<file path="src/rtl/tick_period_meter_pkg.sv">
// timing_pkg: shared state encoding and default parameters for the tick period meter.
package timing_pkg;
    typedef enum logic [1:0] {IDLE, WAIT_FIRST, MEASURE, TIMEOUT} tpm_state_t;
    localparam int TPM_CNT_W  = 8;
    localparam int TPM_TOL    = 0;
    localparam int TPM_LOCK_N = 3;
endpackage

</file>
<file path="src/rtl/tick_period_meter_compare.sv">
// period_compare: flags two periods as matching when they differ by at most TOL cycles.
module period_compare #(
    parameter int W   = 8,
    parameter int TOL = 0
) (
    input  logic [W-1:0] a,
    input  logic [W-1:0] b,
    output logic         match
);
    logic [W:0] diff;
    logic [W:0] mag;
    // One extra bit keeps the sign, so the magnitude never wraps.
    assign diff  = {1'b0, a} - {1'b0, b};
    assign mag   = diff[W] ? (~diff + 1'b1) : diff;
    assign match = 32'(mag) <= 32'(TOL);
endmodule

</file>
<file path="src/rtl/tick_period_meter.sv">
// tick_period_meter: measures cycles between tick pulses, reports them with a strobe,
// and tracks lock on a stable rhythm and timeout when ticks stop.
module tick_period_meter
    import timing_pkg::*;
#(
    parameter int CNT_W  = TPM_CNT_W,
    parameter int TOL    = TPM_TOL,
    parameter int LOCK_N = TPM_LOCK_N
) (
    input  logic             clk,
    input  logic             rst,
    input  logic             enable,
    input  logic             tick_in,
    output logic [CNT_W-1:0] period_out,
    output logic             period_valid,
    output logic             locked,
    output logic             timeout
);
    localparam logic [CNT_W-1:0] MAX     = '1;
    localparam logic [CNT_W-1:0] CNT_ONE = CNT_W'(1);
    localparam logic [3:0]       LOCK_V  = 4'(LOCK_N);

    tpm_state_t       state_q, state_d;
    logic [CNT_W-1:0] cnt_q, cnt_d;
    logic [CNT_W-1:0] period_q, period_d;
    logic [CNT_W-1:0] prev_q, prev_d;
    logic [3:0]       match_q, match_d;
    logic             valid_q, valid_d;
    logic             locked_q, locked_d;
    logic             timeout_q, timeout_d;
    logic             have_prev_q, have_prev_d;
    logic             same;
    logic [3:0]       match_upd;

    period_compare #(.W(CNT_W), .TOL(TOL)) u_cmp (
        .a     (cnt_q),
        .b     (prev_q),
        .match (same)
    );

    assign match_upd = !same ? 4'd0 : (match_q == LOCK_V) ? LOCK_V : match_q + 4'd1;

    always_comb begin
        state_d     = state_q;
        cnt_d       = cnt_q;
        period_d    = period_q;
        prev_d      = prev_q;
        match_d     = match_q;
        valid_d     = 1'b0;
        locked_d    = locked_q;
        timeout_d   = timeout_q;
        have_prev_d = have_prev_q;
        if (!enable) begin
            state_d     = IDLE;
            cnt_d       = '0;
            match_d     = '0;
            locked_d    = 1'b0;
            timeout_d   = 1'b0;
            have_prev_d = 1'b0;
        end else begin
            case (state_q)
                IDLE: state_d = WAIT_FIRST;
                // A tick here only arms the counter; there is no earlier tick to measure from.
                WAIT_FIRST, TIMEOUT: begin
                    have_prev_d = 1'b0;
                    if (tick_in) begin
                        state_d   = MEASURE;
                        cnt_d     = CNT_ONE;
                        timeout_d = 1'b0;
                    end
                end
                MEASURE: begin
                    if (tick_in) begin
                        period_d    = cnt_q;
                        valid_d     = 1'b1;
                        cnt_d       = CNT_ONE;
                        prev_d      = cnt_q;
                        have_prev_d = 1'b1;
                        if (have_prev_q) begin
                            match_d  = match_upd;
                            locked_d = match_upd == LOCK_V;
                        end
                    end else if (cnt_q == MAX) begin
                        state_d   = TIMEOUT;
                        timeout_d = 1'b1;
                        locked_d  = 1'b0;
                        match_d   = '0;
                    end else begin
                        cnt_d = cnt_q + CNT_ONE;
                    end
                end
                default: state_d = IDLE;
            endcase
        end
    end

    always_ff @(posedge clk) begin
        if (rst) begin
            state_q     <= IDLE;
            cnt_q       <= '0;
            period_q    <= '0;
            prev_q      <= '0;
            match_q     <= '0;
            valid_q     <= 1'b0;
            locked_q    <= 1'b0;
            timeout_q   <= 1'b0;
            have_prev_q <= 1'b0;
        end else begin
            state_q     <= state_d;
            cnt_q       <= cnt_d;
            period_q    <= period_d;
            prev_q      <= prev_d;
            match_q     <= match_d;
            valid_q     <= valid_d;
            locked_q    <= locked_d;
            timeout_q   <= timeout_d;
            have_prev_q <= have_prev_d;
        end
    end

    assign period_out   = period_q;
    assign period_valid = valid_q;
    assign locked       = locked_q;
    assign timeout      = timeout_q;
endmodule

</file>
<file path="config.mk">
export PLATFORM = sky130hd
export DESIGN_NAME = tick_period_meter
export DESIGN_NICKNAME = d
export VERILOG_FILES = /design/src/rtl/tick_period_meter_pkg.sv /design/src/rtl/tick_period_meter_compare.sv /design/src/rtl/tick_period_meter.sv
export SDC_FILE = /design/constraint.sdc
export NUM_CORES = 1
export LEC_CHECK = 0
export CAP_MARGIN = 20
export CORE_MARGIN = 5
export CORE_UTILIZATION = 62
export DETAILED_ROUTE_END_ITERATION = 16
export PLACE_DENSITY = 0.88
export SYNTH_ARGS = -nofsm -noshare
export SYNTH_HDL_FRONTEND = slang
export SYNTH_HIERARCHICAL = 1
export SYNTH_SLANG_ARGS = --single-unit
</file>
<file path="constraint.sdc">
create_clock -name clk -period 6.6 [get_ports clk]
set_clock_uncertainty 0.15 [all_clocks]
set_input_delay 1.32 -clock clk [delete_from_list [all_inputs] [get_ports clk]]
set_output_delay 1.32 -clock clk [all_outputs]
set_load 0.005 [all_outputs]
</file>
==> metrics.txt <==
status=finished, final reports clean; setup violators final=0; Max Freq=0.2871 GHz; R2R Setup Slk=3120 ps; terminus of the critical flop-to-flop path=match_q[0]; footprint of the multi-input gates=1185 sq um; top_reg_cell synth=dfxtp_1; Min Hold Slack=329.8 ps; first-pass GRT wire length=6.824 mm; DPL Wire Length=3.083 mm; PortBufs=14; Area growth syn-to-layout=11.17%; First DRT Iteration DRCs=88; root buf cell=clkbuf_4; most frequent cell after synthesis=nand2_1; Mean Syn Cell Area=8.113 sq um; layout cells sized above 1=0.07759; share of the synthesized area in the top cell type=0.2903; number of global-route vias before repair=1565; R2R depth=14; die height=63.78 um; worst slack at placement=3148 ps; CTS Buf Count=3; top cells by area, synth=dfxtp_1 (29%), ha_1 (7.0%), nand2_1 (6.7%); Worst slew margin=0.6717; R2R Path Start=cnt_q[0]; Yosys warning total=6; Yosys cell types=60; Hold Path Origin=prev_q[6]; Die ar.=4067 sq um; leak pwr=0.0007553 uW; Synth Cell Area=1793 sq um; total grt overflow=0; Critical Path RT=6720 ps; pwr dens=143.5 nW/um^2; Hold Crit Endpoint=prev_q[6]; Die X=63.78 um; initial antenna violation count=0; Starting Density=0.6502; IO Count=15; fin worst setup slack=3117 ps; CP Capture Type=flop; Remaining DRCs=0; num rows=19; period utilization=0.5277; maximum clock insertion buffer count=2; Global Route Usage Sum=0.2063; DRT antenna net count=0; minimum clock period=3483 ps; largest net degree at the start of global routing=16; hold_buf cts=0; slew of the pin with the lowest slew margin=491.5 ps; Worst-path clk slew=150 ps; vias=1647; TritonCTS clock tree=done; Gate Count Post-Synth=221; number of synthesized flops with an enable pin=0; worst hold stages=2; Vias/cell=6.262; Final Max Slew Viols=0; worst skew pair latency=340 ps; Yosys reg bits=26; Worst EP arrival=3600 ps; RSZ-0062 raised after global routing=no; Final TNS setup=0 ps; router iterations before antenna repair=5; Sink Count=26; Max-Cap Viols=0; post-cts sizing count=0; per-cell routed wire length=15.44 um; fraction of registers with async set/reset=0; Routed WL=4.061 mm; Setup CP Type=reg2reg; Worst Hold Class=reg2reg; n_diodes=0; CTS H-tree lvls=1; leading area contributor after synthesis=dfxtp_1; CP Launch Type=flop; Register Area=520.5 sq um; final hold violations=0; overall power=286.1 uW; syn_nets=236; Finished Core Util=0.7228; GPL Wtd Cong=0.8899; Post-CTS Setup Bufs=0; # nets final=248; core area=2758 sq um; worst vdd ir=0.1973 mV; critical path peak fanout=7; sequential-to-total area share from yosys stat=0.2903; filler cell count in the final layout=215; list of most frequent post-synthesis cells=nand2_1 (32), dfxtp_1 (26), a21oi_1 (23), inv_1 (15), nor2_1 (12)
-- critical path: stages, from the launching register on --
cell	delay [ps]
dfxtp_1	400
inv_1	90
ha_1	200
inv_1	70
fa_1	420
a21oi_1	230
o221a_4	230
o21a_1	210
nand3_1	120
a21oi_2	170
o2111a_1	200
a41o_1	140
nand2_1	130
or4_1	510
a21oi_1	170
-- flip-flops by register name (all words and copies together) (netlist names) --
signal and count:
have_prev_q 1, period_valid 1, match_q 4, locked 1, prev_q 8, state_q 2
timeout 1, cnt_q 8
-- metrics by stage --
| step | instances | area (sq um) |
|---|---|---|
| final | 263 | 1993 |
| after CTS | 263 | 1993 |
| after floorplan | 221 | 1793 |
| after global placement | 259 | 1941 |
| after detailed placement | 259 | 1941 |
| after global routing | 263 | 1993 |
-- per-layer routing --
| metal | GRT usage | routed length, um | vias up | share of wire |
|---|---|---|---|---|
| met5 | 0 | 0 | - | 0 |
| met4 | 0.09870 | 68 | 0 | 0.017 |
| met3 | 0.03853 | 169 | 4 | 0.042 |
| met2 | 0.3363 | 1945 | 39 | 0.48 |
| met1 | 0.2616 | 1878 | 776 | 0.46 |
| li1 | - | - | 828 | - |
-- how the worst max path moves through the flow --
| stage | slack [ps] | cells past startpoint | from | endpoint |
|---|---|---|---|---|
| 2_1_floorplan | 3560 | 14 | cnt_q[0] | locked |
| 4_1_cts | 3160 | 14 | cnt_q[0] | match_q[0] |
| 6_report | 3120 | 14 | cnt_q[0] | match_q[0] |
| 3_3_place_gp | 3180 | 5 | tick_in | match_q[2] |
| 5_1_grt | 2890 | 14 | cnt_q[0] | match_q[0] |
| 3_5_place_dp | 3150 | 5 | tick_in | match_q[2] |
-- layout by cell type, fill, tap and decap left out, types with 3 or more instances in the layout --
cell type	instances
nand3b_1	4
ha_1	10
nor2b_1	4
nand2_1	32
nand3_1	6
clkdlybuf4s50_1	14
o21ai_0	8
nor2_1	12
nor3_1	3
inv_1	15
a21oi_1	23
dfxtp_1	26
mux2i_1	5
nand4_1	7
clkbuf_4	3
-- power breakdown --
part	internal (uW)	leakage (uW)	switching [uW]
logic	6.34	0.000518	9.64
registers	158	0.000210	1.23
clock network	61.5	0.0000279	49.5
total	226	0.000755	60.4
-- area by class of cell --
type,count,share of cell area
Multi-Input combinational cell,173,0.5945
Clock inverter,1,0.01507
Sequential cell,26,0.2611
Timing Repair Buffer,14,0.07031
Clock buffer,3,0.01130
Inverter,15,0.02825
Tap cell,31,0.01946
-- cell families (layout without fill, tap and decap cells) --
logic type	after synthesis	after routing	share of synthesized area
AND/OR/NAND/NOR	92	92	0.2882
buffers and inverters	22	33	0.04885
adder cells (fa/ha/maj)	12	12	0.08653
AO/OA/AOI/OAI	60	60	0.2373
flip-flops	26	26	0.2903
multiplexers	6	6	0.03419
XOR/XNOR	3	3	0.01466
No activity file was read; power rests on OpenSTA's default activity.
==> edit 1 (config.mk and constraints unchanged) <==
Put one more register stage on the output `period_out`, without a reset. The value now appears one clock later. The other outputs are not delayed to match.
--- a/src/rtl/tick_period_meter.sv
+++ b/src/rtl/tick_period_meter.sv
@@ -118,7 +118,9 @@
         end
     end
 
-    assign period_out   = period_q;
+    always_ff @(posedge clk) begin
+        period_out <= period_q;
+    end
     assign period_valid = valid_q;
     assign locked       = locked_q;
     assign timeout      = timeout_q;
Behaviour: not the same (a bounded check fails within 4 cycles, from zero or initial values and one cycle with rst high).
==> edit 1 against the original RTL <==
  * Total power is 19% higher
  * Wire length shrank 1.2%
  * Cell area up 6.7%
  * Synthesized area increased by 6.5%
  * Sequential share of layout area grew 5.9 points
  * Utilization is 1.4 points lower
  * Setup slack got worse by 0.098 ns
  * Sequential cell count is 8 higher
==> edit 1: results (changes against the original RTL) <==
.. list-table::
   :header-rows: 1

   * - Metric
     - Value
   * - Post-place instance area
     - 0.002067 mm^2 (+6.5%)
   * - Port Buffer Count
     - 14 (unchanged)
   * - First-pass DRT Iterations
     - 4 (-1)
   * - All-Layer GR Usage
     - 21.02% (+0.39 points)
   * - Number of filler instances in the final layout
     - 248 (+15%)
   * - Detailed router's first-iteration violation count
     - 170 (+93%)
   * - Final Net Count
     - 252 (+1.6%)
   * - Warning count from the yosys run
     - 6 (unchanged)
   * - Biggest area contributors in the synthesized netlist
     - dfxtp_1 36%, ha_1 6.6%, nand2_1 5.9%
   * - Routability congestion estimate from global placement
     - 0.9007 (+1.2%)
   * - Reg clk slew, reported paths
     - 0.10 ns (-0.05 ns)
   * - Largest stage delay on the critical path
     - 0.47 ns (-0.04 ns)
   * - Final critical path time including I/O delays and setup
     - 3.581 ns (+0.09839 ns)
   * - GR met1 Demand/Resource
     - 26.38% (+0.22 points)
   * - Setup slack of the most critical reg-to-reg path
     - 3.02 ns (-0.10 ns)
   * - Outcome
     - finished, final reports clean
   * - Maximum number of pins on one net before global-route repair
     - 13 (-3)
   * - Arr. time, crit path
     - 3.70 ns (+0.10 ns)
   * - Part of the Yosys area used for sequential elements
     - 35.65% (+6.6 points)
   * - Clock buffer count from CTS
     - 5 (+2)
   * - Count of distinct cell types in the synthesized netlist
     - 59 (-1.7%)
   * - Post-detailed-route via-to-cell ratio
     - 6.236 (-0.42%)
   * - Share of layout cells above drive strength 1
     - 8.403% (+0.64 points)
   * - Number of vias in the routed layout
     - 1,690 (+2.6%)
   * - Depth of the CTS H-tree
     - 2 (+1)
   * - Via count of the first global-routing pass
     - 1,558 (-0.45%)
   * - Critical Path Start
     - cnt_q[0]$_SDFFE_PP0P_
   * - CP max FO
     - 8 (+1)
   * - Post-place setup slack
     - 3.068 ns (-0.08013 ns)
   * - First-pass GRT wire length
     - 6913 um (+1.3%)
   * - Cell types with the highest counts after synthesis
     - 34 x dfxtp_1, 30 x nand2_1, 20 x a21oi_1
   * - Last element of the critical path
     - locked$_SDFFE_PP0P_
   * - Placed Cells incl. Taps
     - 263 (+1.5%)
   * - Max rail drop VDD
     - 0.0001669 V (-15%)
   * - Main synth FF type
     - dfxtp_1
   * - Cells after synthesis
     - 221 (unchanged)
   * - Number of nets produced by synthesis
     - 236 (unchanged)
   * - Pin slew with the least headroom to its limit
     - 0.4779 ns (-0.01355 ns)
   * - Setup Fix Bufs, Post-CTS
     - 0 (unchanged)
   * - Met2 global-route usage
     - 33.88% (+0.25 points)
   * - Detail Placement HPWL
     - 3092 um (+0.29%)
   * - M3 GR Usage
     - 5.128% (+1.3 points)
   * - LEAKAGE
     - 0.7757 nW (+2.7%)
   * - Max-cap check violation count
     - 0 (unchanged)
   * - Biggest registers after layout
     - cnt_q: 8 flops, period_out: 8 flops, prev_q: 8 flops
   * - FF-to-FF path depth
     - 15 (+1)
   * - Class of the worst hold path
     - reg2reg
   * - Wire length after detailed routing
     - 4012 um (-1.2%)
[edit 1: worst min-delay path by stage]
stage / endpoint / depth (start not counted) / start / slack, ns
2_1_floorplan: period_out[1]$_DFF_P_ / 0 / prev_q[1]$_SDFFE_PP0P_ / 0.20
3_3_place_gp: period_out[3]$_DFF_P_ / 0 / prev_q[3]$_SDFFE_PP0P_ / 0.21
3_5_place_dp: period_out[2]$_DFF_P_ / 0 / prev_q[2]$_SDFFE_PP0P_ / 0.21
4_1_cts: period_out[3]$_DFF_P_ / 0 / prev_q[3]$_SDFFE_PP0P_ / 0.23
5_1_grt: period_out[3]$_DFF_P_ / 0 / prev_q[3]$_SDFFE_PP0P_ / 0.24
6_report: period_out[3]$_DFF_P_ / 0 / prev_q[3]$_SDFFE_PP0P_ / 0.22
[edit 1: kinds of logic after synthesis]
group / share of synthesized area (%)
and+or+nand+nor: 26.28
adders and majority gates: 8.126
AOI/OAI and AO/OA: 22.02
buffers and inverters: 4.391
xor gates and xnor gates: 1.376
muxes: 2.163
DFF: 35.65
[edit 1: worst max-delay path, delay by kind of cell (launching register included)]
family	cells	cell delay, ns
flops	1	0.40
fa+ha+maj	2	0.61
compound gates	7	1.40
mux	1	0.13
simple gates	3	0.68
buf+inv	2	0.15
[edit 1: routing by layer]
layer  share of wire, %  wire (um)
met1                 45       1811
met5                  0          0
met2                 48       1918
met3                4.9        197
met4                2.1         85
[edit 1: report_power, final]
part | switching (mW) | internal [mW]
combinational | 0.00809 | 0.00560
sequential | 0.00137 | 0.206
clock | 0.0669 | 0.0516
total | 0.0764 | 0.263
[edit 1: layout make-up]
type	instances	area, um^2	share of cell area [%]
well taps	33	41.29	1.941
clock buffers	7	55.05	2.588
repair buffers	14	140.1	6.588
flip-flops and latches	34	680.7	32.00
clock inverters	1	5.005	0.2353
inverters	16	60.06	2.824
multi-input cells	166	1145	53.82
==> edit 2 (same settings) <==
Made on the original files. The package constant `TPM_CNT_W` goes from 8 to 10.
--- a/src/rtl/tick_period_meter_pkg.sv
+++ b/src/rtl/tick_period_meter_pkg.sv
@@ -1,7 +1,7 @@
 // timing_pkg: shared state encoding and default parameters for the tick period meter.
 package timing_pkg;
     typedef enum logic [1:0] {IDLE, WAIT_FIRST, MEASURE, TIMEOUT} tpm_state_t;
-    localparam int TPM_CNT_W  = 8;
+    localparam int TPM_CNT_W  = 10;
     localparam int TPM_TOL    = 0;
     localparam int TPM_LOCK_N = 3;
 endpackage
Ports: changed (resized period_out); port bits go from 15 to 17. The function was not compared with the original's and may differ.
==> edit 2 against the original RTL <==
  * Wire length increased by 6.2%
  * Largest cell class unchanged
  * Non-clock buffer count is 3 higher
  * Cell area grew 11%
  * Count of clock-buffer cells in the layout up 2
  * Setup slack got worse by 0.71 ns
  * Sequential power increased by 15%
  * Die area increased by 10%
  * Critical path depth rose by 1
  * Synthesized area up 12%
  * Total power is 6.7% higher
  * Sequential cell count rose by 4
  * Hold slack lost 0.017 ns
  * Critical endpoint is now locked$_SDFFE_PP0P_
  * Maximum frequency fell by 17%
==> edit 2: results (changes against the original RTL) <==
.. list-table::
   :header-rows: 1

   * - Metric
     - Value
   * - Part of the Yosys area used for sequential elements
     - 29.87% (+0.84 points)
   * - All-Layer GR Usage
     - 21.68% (+1.1 points)
   * - Outcome
     - finished, final reports clean
   * - First-pass GRT wire length
     - 7507 um (+10%)
   * - Clock group power
     - 0.107 mW (-4%)
   * - Post-place setup slack
     - 2.513 ns (-0.6349 ns)
   * - Detail Placement HPWL
     - 3216 um (+4.3%)
   * - First-pass DRT Iterations
     - 4 (-1)
   * - Switching power
     - 0.07873 mW (+30%)
   * - Sum of internal, switching and leakage power
     - 0.3051 mW (+6.7%)
   * - Final Instance Count excl. Fillers
     - 311 (+18%)
   * - Number of nets produced by synthesis
     - 271 (+15%)
   * - Clock buffer count from CTS
     - 5 (+2)
   * - Number of vias in the routed layout
     - 1,874 (+14%)
   * - LEAKAGE
     - 0.7794 nW (+3.2%)
   * - Max rail drop VDD
     - 0.0001471 V (-25%)
   * - Detailed router's first-iteration violation count
     - 110 (+25%)
   * - Count of distinct cell types in the synthesized netlist
     - 58 (-3.3%)
   * - Wire length after detailed routing
     - 4312 um (+6.2%)
   * - Biggest registers after layout
     - cnt_q: 10 flops, prev_q: 10 flops, match_q: 4 flops
   * - Depth of the CTS H-tree
     - 2 (+1)
   * - Reg clk slew, reported paths
     - 0.10 ns (-0.05 ns)
   * - Arr. time, crit path
     - 4.33 ns (+0.73 ns)
   * - Cell types with the highest counts after synthesis
     - 33 x nand2_1, 30 x dfxtp_1, 28 x a21oi_1
   * - Seq group
     - 0.183 mW (+15%)
   * - Post-place instance area
     - 0.002153 mm^2 (+11%)
   * - Placed Cells incl. Taps
     - 303 (+17%)
-- edit 2: path summary, 6_finish.rpt --
check,end,from,cells after the start,slack [ns]
setup / recovery,locked$_SDFFE_PP0P_,cnt_q[0]$_SDFFE_PP0P_,15,2.41
hold / removal,locked$_SDFFE_PP0P_,locked$_SDFFE_PP0P_,1,0.31
hold reg to reg,locked$_SDFFE_PP0P_,locked$_SDFFE_PP0P_,1,0.31
setup reg to reg,locked$_SDFFE_PP0P_,cnt_q[0]$_SDFFE_PP0P_,15,2.41
-- edit 2: kinds of logic (layout without fill, tap and decap cells) --
group,count (synthesis),count (layout),share of synthesized area (%)
AOI/OAI and AO/OA,72,72,24.21
muxes,1,1,0.4978
DFF,30,30,29.87
and+or+nand+nor,103,103,27.38
adders and majority gates,13,13,8.463
xor gates and xnor gates,6,6,2.614
buffers and inverters,29,42,6.969
-- edit 2: metal layers --
metal	vias up	wire length [um]	global-route usage [%]
li1	960	-	-
met1	879	1967	26.93
met2	28	2140	36.01
met3	7	139	4.890
met4	0	65	8.608
met5	-	0	0
-- edit 2: cell type report --
type | instances | area, um^2
multi-input combinational | 195 | 1270
fill | 257 | 864.6
sequential | 30 | 600.6
timing repair buffer | 17 | 167.7
inverter | 18 | 67.56
tap | 44 | 55.05
clock buffer | 5 | 37.54
clock inverter | 2 | 15.01
-- edit 2: worst max-delay path, stage by stage, from the launching register on --
cell and delay [ns]:
dfxtp_1 0.38, inv_1 0.08, ha_1 0.15, inv_1 0.05, fa_1 0.39, a21o_1 0.21, a221oi_2 0.24, xor2_1 0.24
nand4_2 0.19, or4_1 0.51, a211oi_1 0.25, a31oi_1 0.07, nor4_1 0.47, nand4_1 0.29, nor4_1 0.37, a21o_1 0.11
